===== src/rtl/uart_rx_frame_ctrl.sv =====
// UART packet framer: hunts HDR, takes LEN, buffers payload, verifies the
// XOR checksum and streams the payload out on a valid/ready port.
//
// Ports:
//   clk, rst                  clock, synchronous active-high reset
//   ctrl_en                   block enable; low drops any partial frame
//   rx_en_sig                 enable to the byte receiver (ctrl_en delayed)
//   rx_done, rx_data          byte strobe and byte from the receiver
//   m_data, m_valid, m_last   payload stream out
//   m_ready                   downstream accept
//   pkt_ok                    pulse when the last byte is accepted
//   err_csum, err_len         checksum / length error pulses
//   err_timeout, overrun      inter-byte timeout / byte dropped in SEND
//   pkt_cnt                   good packets delivered (wraps)
module uart_rx_frame_ctrl #(
  parameter logic [7:0]  HDR     = 8'hAA,
  parameter int          MAX_LEN = 16,
  parameter logic [15:0] TIMEOUT = 16'd4340
) (
  input  logic        clk,
  input  logic        rst,
  input  logic        ctrl_en,
  output logic        rx_en_sig,
  input  logic        rx_done,
  input  logic [7:0]  rx_data,
  output logic [7:0]  m_data,
  output logic        m_valid,
  output logic        m_last,
  input  logic        m_ready,
  output logic        pkt_ok,
  output logic        err_csum,
  output logic        err_len,
  output logic        err_timeout,
  output logic        overrun,
  output logic [15:0] pkt_cnt
);

  localparam int LW = $clog2(MAX_LEN + 1);
  localparam int IW = $clog2(MAX_LEN);
  localparam logic [LW-1:0] ONE = LW'(1);

  localparam logic [2:0] S_HUNT    = 3'd0;
  localparam logic [2:0] S_LEN     = 3'd1;
  localparam logic [2:0] S_PAYLOAD = 3'd2;
  localparam logic [2:0] S_CSUM    = 3'd3;
  localparam logic [2:0] S_SEND    = 3'd4;

  logic [2:0]    state;
  logic [LW-1:0] len;
  logic [LW-1:0] idx;
  logic [LW-1:0] rd_idx;
  logic [LW-1:0] rd_nxt;
  logic [7:0]    csum_acc;
  logic [15:0]   tmo_cnt;
  logic [7:0]    pay_mem [MAX_LEN];
  logic          timing;
  logic          tmo_hit;
  logic          len_bad;

  assign timing  = (state == S_LEN) || (state == S_PAYLOAD) ||
                   (state == S_CSUM);
  // A byte arriving on the expiry cycle takes precedence.
  assign tmo_hit = timing && !rx_done &&
                   (tmo_cnt == TIMEOUT - 16'd1);
  assign len_bad = (rx_data == 8'd0) || (rx_data > 8'(MAX_LEN));
  assign rd_nxt  = rd_idx + ONE;

  always_ff @(posedge clk) begin
    if (!rst && ctrl_en && state == S_PAYLOAD && rx_done)
      pay_mem[idx[IW-1:0]] <= rx_data;
  end

  always_ff @(posedge clk) begin
    if (rst) begin
      state       <= S_HUNT;
      rx_en_sig   <= 1'b0;
      m_data      <= 8'd0;
      m_valid     <= 1'b0;
      m_last      <= 1'b0;
      pkt_ok      <= 1'b0;
      err_csum    <= 1'b0;
      err_len     <= 1'b0;
      err_timeout <= 1'b0;
      overrun     <= 1'b0;
      pkt_cnt     <= 16'd0;
      len         <= '0;
      idx         <= '0;
      rd_idx      <= '0;
      csum_acc    <= 8'd0;
      tmo_cnt     <= 16'd0;
    end else begin
      rx_en_sig   <= ctrl_en;
      pkt_ok      <= 1'b0;
      err_csum    <= 1'b0;
      err_len     <= 1'b0;
      err_timeout <= 1'b0;
      overrun     <= 1'b0;
      if (!ctrl_en) begin
        state   <= S_HUNT;
        m_valid <= 1'b0;
        m_last  <= 1'b0;
        tmo_cnt <= 16'd0;
      end else begin
        // Runs only while mid-frame; any byte restarts it.
        tmo_cnt <= (timing && !rx_done) ? tmo_cnt + 16'd1 : 16'd0;
        if (tmo_hit) begin
          err_timeout <= 1'b1;
          state       <= S_HUNT;
          tmo_cnt     <= 16'd0;
        end else begin
          unique case (state)
            S_HUNT: begin
              if (rx_done && rx_data == HDR)
                state <= S_LEN;
            end
            S_LEN: begin
              if (rx_done) begin
                len      <= rx_data[LW-1:0];
                csum_acc <= rx_data;
                idx      <= '0;
                if (len_bad) begin
                  err_len <= 1'b1;
                  state   <= S_HUNT;
                end else begin
                  state <= S_PAYLOAD;
                end
              end
            end
            S_PAYLOAD: begin
              if (rx_done) begin
                csum_acc <= csum_acc ^ rx_data;
                idx      <= idx + ONE;
                if (idx == len - ONE)
                  state <= S_CSUM;
              end
            end
            S_CSUM: begin
              if (rx_done) begin
                if (rx_data == csum_acc) begin
                  rd_idx  <= '0;
                  m_data  <= pay_mem[0];
                  m_valid <= 1'b1;
                  m_last  <= (len == ONE);
                  state   <= S_SEND;
                end else begin
                  err_csum <= 1'b1;
                  state    <= S_HUNT;
                end
              end
            end
            S_SEND: begin
              if (rx_done)
                overrun <= 1'b1;
              if (m_valid && m_ready) begin
                if (m_last) begin
                  pkt_ok  <= 1'b1;
                  pkt_cnt <= pkt_cnt + 16'd1;
                  m_valid <= 1'b0;
                  m_last  <= 1'b0;
                  state   <= S_HUNT;
                end else begin
                  rd_idx <= rd_nxt;
                  m_data <= pay_mem[rd_nxt[IW-1:0]];
                  m_last <= (rd_nxt == len - ONE);
                end
              end
            end
            default: state <= S_HUNT;
          endcase
        end
      end
    end
  end

endmodule

===== config.mk =====
export PLATFORM = sky130hd
export DESIGN_NAME = uart_rx_frame_ctrl
export DESIGN_NICKNAME = d
export VERILOG_FILES = /design/src/rtl/uart_rx_frame_ctrl.sv
export SDC_FILE = /design/constraint.sdc
export NUM_CORES = 1
export LEC_CHECK = 0
export CAP_MARGIN = 10
export CORE_MARGIN = 5
export CORE_UTILIZATION = 56
export DETAILED_ROUTE_END_ITERATION = 10
export DONT_BUFFER_PORTS = 1
export HOLD_SLACK_MARGIN = 0.02
export PLACE_DENSITY = 0.67
export SYNTH_ARGS = -nofsm -noshare
export SYNTH_HDL_FRONTEND = slang
export SYNTH_SLANG_ARGS = --single-unit

===== constraint.sdc =====
create_clock -name clk -period 3.3 [get_ports clk]
set_input_delay 0.495 -clock clk [delete_from_list [all_inputs] [get_ports clk]]
set_output_delay 0.495 -clock clk [all_outputs]
set_load 0.02 [all_outputs]

==> impl_metrics.toml <==
[run_status]
status = "complete, no violations"

[hold_path]
hold_class = "input port to register"
min_path_cells = 1

[synth]
ys_warn_count = 0
syn_inst = 647
synth_fp_nets = 669
synth-seq-cells = 202
synth.area.top_cells = "edfxtp_1, dfxtp_1, mux4_2"
synth_common_cells = "edfxtp_1, dfxtp_1, nor2_1, nand2_1, xnor2_1"
yosys.cell_count.top_type = "edfxtp_1"
yosysUniqueCellTypes = 52
async_flop_share_pct = 0
netlist_area_um2 = 8560
synth_ff_type = "edfxtp_1"
synth_top_area_share_pct = 44.9
avgSynthCellArea_um2 = 13.2
yosys.area.top_type = "edfxtp_1"
synth_edf_count = 128
seq_area_frac_synth_pct = 62.2

[clocking]
tritoncts = "built"
numCtsBuffers = 22
cts_setup_buffers = 0
htree_levels = 1
root_buffer = "clkbuf_16"
clock_latency_ps = 490
cts.path.max_buffers = 3
postCtsResizedCells = 0
cts.clk_slew.worst_paths_ps = 60
cts_sinks = 202
hold_buffers = 0

[timing]
rsz0062_at_grt = "false"
hold_ws_ps = 69.9
post-route-period-util_pct = 74.5
fmax_mhz = 407
skew_ps = 8.19
tns_ps = 0
maxSlewViolCount = 0
hold_viol_final = 0
setup_viol = 0
maxSlewHeadroom_pct = 44.5
tightestPinTransition_ps = 829
period_minus_slack_ps = 2460

[routing]
totalWireLength_um = 18200
initialDrtViolationCount = 421
final_antenna_net_count = 0
wl_per_cell_um = 21.0
dr.pass1.iters = 5
vias = 5241
drc = 0
avgViaCountPerCell = 6.06

[pwr]
leakage_nw = 3.16
total_power_mw = 5.26
ir_drop_uv = 452
p_per_area_nw_per_um2 = 551

[worst_setup_path]
path_buf_inv = 1
critPathKind = "register to register"
arrival_ps = 2570
ff2ff_path_depth = 5
cp_num_cells = 5
worstSetupEndpointType = "register"
startpoint = "state[1]"
r2r_start = "state[1]"
cp_max_fo = 8
cp_data_required_time_ps = 3410
critical_path.cell_chain = "inv_2 > nor4b_1 > and2_1 > nand2_1 > nor2_1"
crit_slowest_cell = "nor2_1"
r2r_slack_ps = 840
timing.rr.end = "pay_mem[6][5]"
critPathLaunchType = "register"
cpPeakStageDelay_ps = 650
critPathCapture = "pay_mem[6][5]"
path_delay_family = "simple AND/OR/NAND/NOR gates"

[floorplanning]
rows = 45
core_region_area_um2 = 15100
die_h_um = 134
initial_core_util_pct = 56.7
ios = 45
die_area_um2 = 17900
die_w_um = 134

[global_route]
grt_max_degree = 41
antenna_found_initial = 0
grt_first_pass_wirelength_um = 28800
grt_pass1_vias = 5235
overflow = 0
grt_use_total_pct = 20.7

[finish]
n_antenna_cell = 0
fin_nets = 683
final_area_um2 = 9560
fillers = 1117
area.growth.synth_to_final_pct = 11.7
register_area_um2 = 5330
drive_gt1_share_pct = 15.5
fin_util_pct = 63.3
multi_input_area_um2 = 3030

[placement]
gp_congestion = 0.818
dp_hpwl_um = 12100
placed_cell_area_um2 = 8780
io_buffers = 0

[flow_run]
max_cap_viol_count = 0
[registers in the layout, summed over array words and instances (netlist names)]
| signal | count |
|---|---|
| pkt_ok | 1 |
| overrun | 1 |
| m_last | 1 |
| pay_mem | 128 |
| idx | 5 |
| len | 5 |
| m_data | 8 |
| err_len | 1 |
| state | 3 |
| err_timeout | 1 |
| m_valid | 1 |
| tmo_cnt | 16 |
| rd_idx | 5 |
| pkt_cnt | 16 |
| err_csum | 1 |
| csum_acc | 8 |
| rx_en_sig | 1 |
[final cells by class]
class                           count  area share (%)
Timing Repair Buffer               20            1.57
Tap cell                          188            2.46
Clock inverter                     14            1.73
Inverter                           12           0.471
Sequential cell                   202            55.7
Multi-Input combinational cell    403            31.7
Clock buffer                       26            6.35
[logic make-up after synthesis]
| logic type | share of synthesized area (%) |
|---|---|
| multiplexers | 10.4 |
| XOR/XNOR | 6.43 |
| AND/OR/NAND/NOR | 12.7 |
| adder cells (fa/ha/maj) | 1.32 |
| AO/OA/AOI/OAI | 4.50 |
| buffers and inverters | 2.40 |
| flip-flops | 62.2 |
[worst register-to-register path, stage by stage (launching register included)]
cell and delay, ps:
dfxtp_1 510, inv_2 110, nor4b_1 400, and2_1 280, nand2_1 140, nor2_1 650
[report_power, final]
part	switching, mW	internal [mW]
Sequential	0.00137	2.68
Combinational	0.00945	0.00696
Clock	0.944	1.62
Total	0.955	4.31
[metrics by stage]
step,worst slack [ps],std cells
final,841,865
after global routing,696,865
after detailed placement,749,825
after CTS,801,865
after floorplan,1120,647
after global placement,935,825
[cells in the final DEF, fill, tap and decap left out, types with 2 or more instances in the layout]
master,netlist,layout
a211oi_1,2,2
a21oi_1,29,29
a221oi_1,4,4
a2bb2oi_1,2,2
a31o_2,2,2
a32o_1,2,2
a32oi_1,2,2
and2_1,8,8
and3_1,12,12
and4_1,4,4
buf_4,3,20
bufinv_16,0,4
clkbuf_16,0,23
clkbuf_8,0,2
clkinv_1,0,4
clkinv_2,0,6
dfxtp_1,74,73
edfxtp_1,128,128
ha_1,9,9
inv_1,11,11
mux2_2,6,6
mux2i_1,8,8
mux4_2,33,33
nand2_1,56,56
nand2b_1,7,7
nand3_1,17,17
nand3b_1,2,2
nand4_1,8,8
nand4_2,2,2
nor2_1,74,74
nor2b_1,2,2
nor3_1,13,13
nor4_1,7,7
nor4b_1,2,2
o211ai_1,2,2
o21ai_0,11,11
or3_1,3,3
xnor2_1,36,36
xor2_1,25,25
[metal layers]
metal,vias to the layer above,share of wire (%),GRT usage (%)
met5,-,0,0
met1,2632,43,29.1
met2,167,48,33.2
met3,33,6.9,4.68
li1,2409,-,-
met4,0,1.9,5.14
[how the worst min path moves through the flow]
stage,start,end,slack [ps]
after floorplan,tmo_cnt[0],tmo_cnt[0],430
after global placement,tmo_cnt[0],tmo_cnt[0],440
after detailed placement,tmo_cnt[0],tmo_cnt[0],460
after CTS,rst,rd_idx[0],50
after global routing,rst,rd_idx[0],50
final,rst,rd_idx[0],70
(Power assumes the default switching activity.)
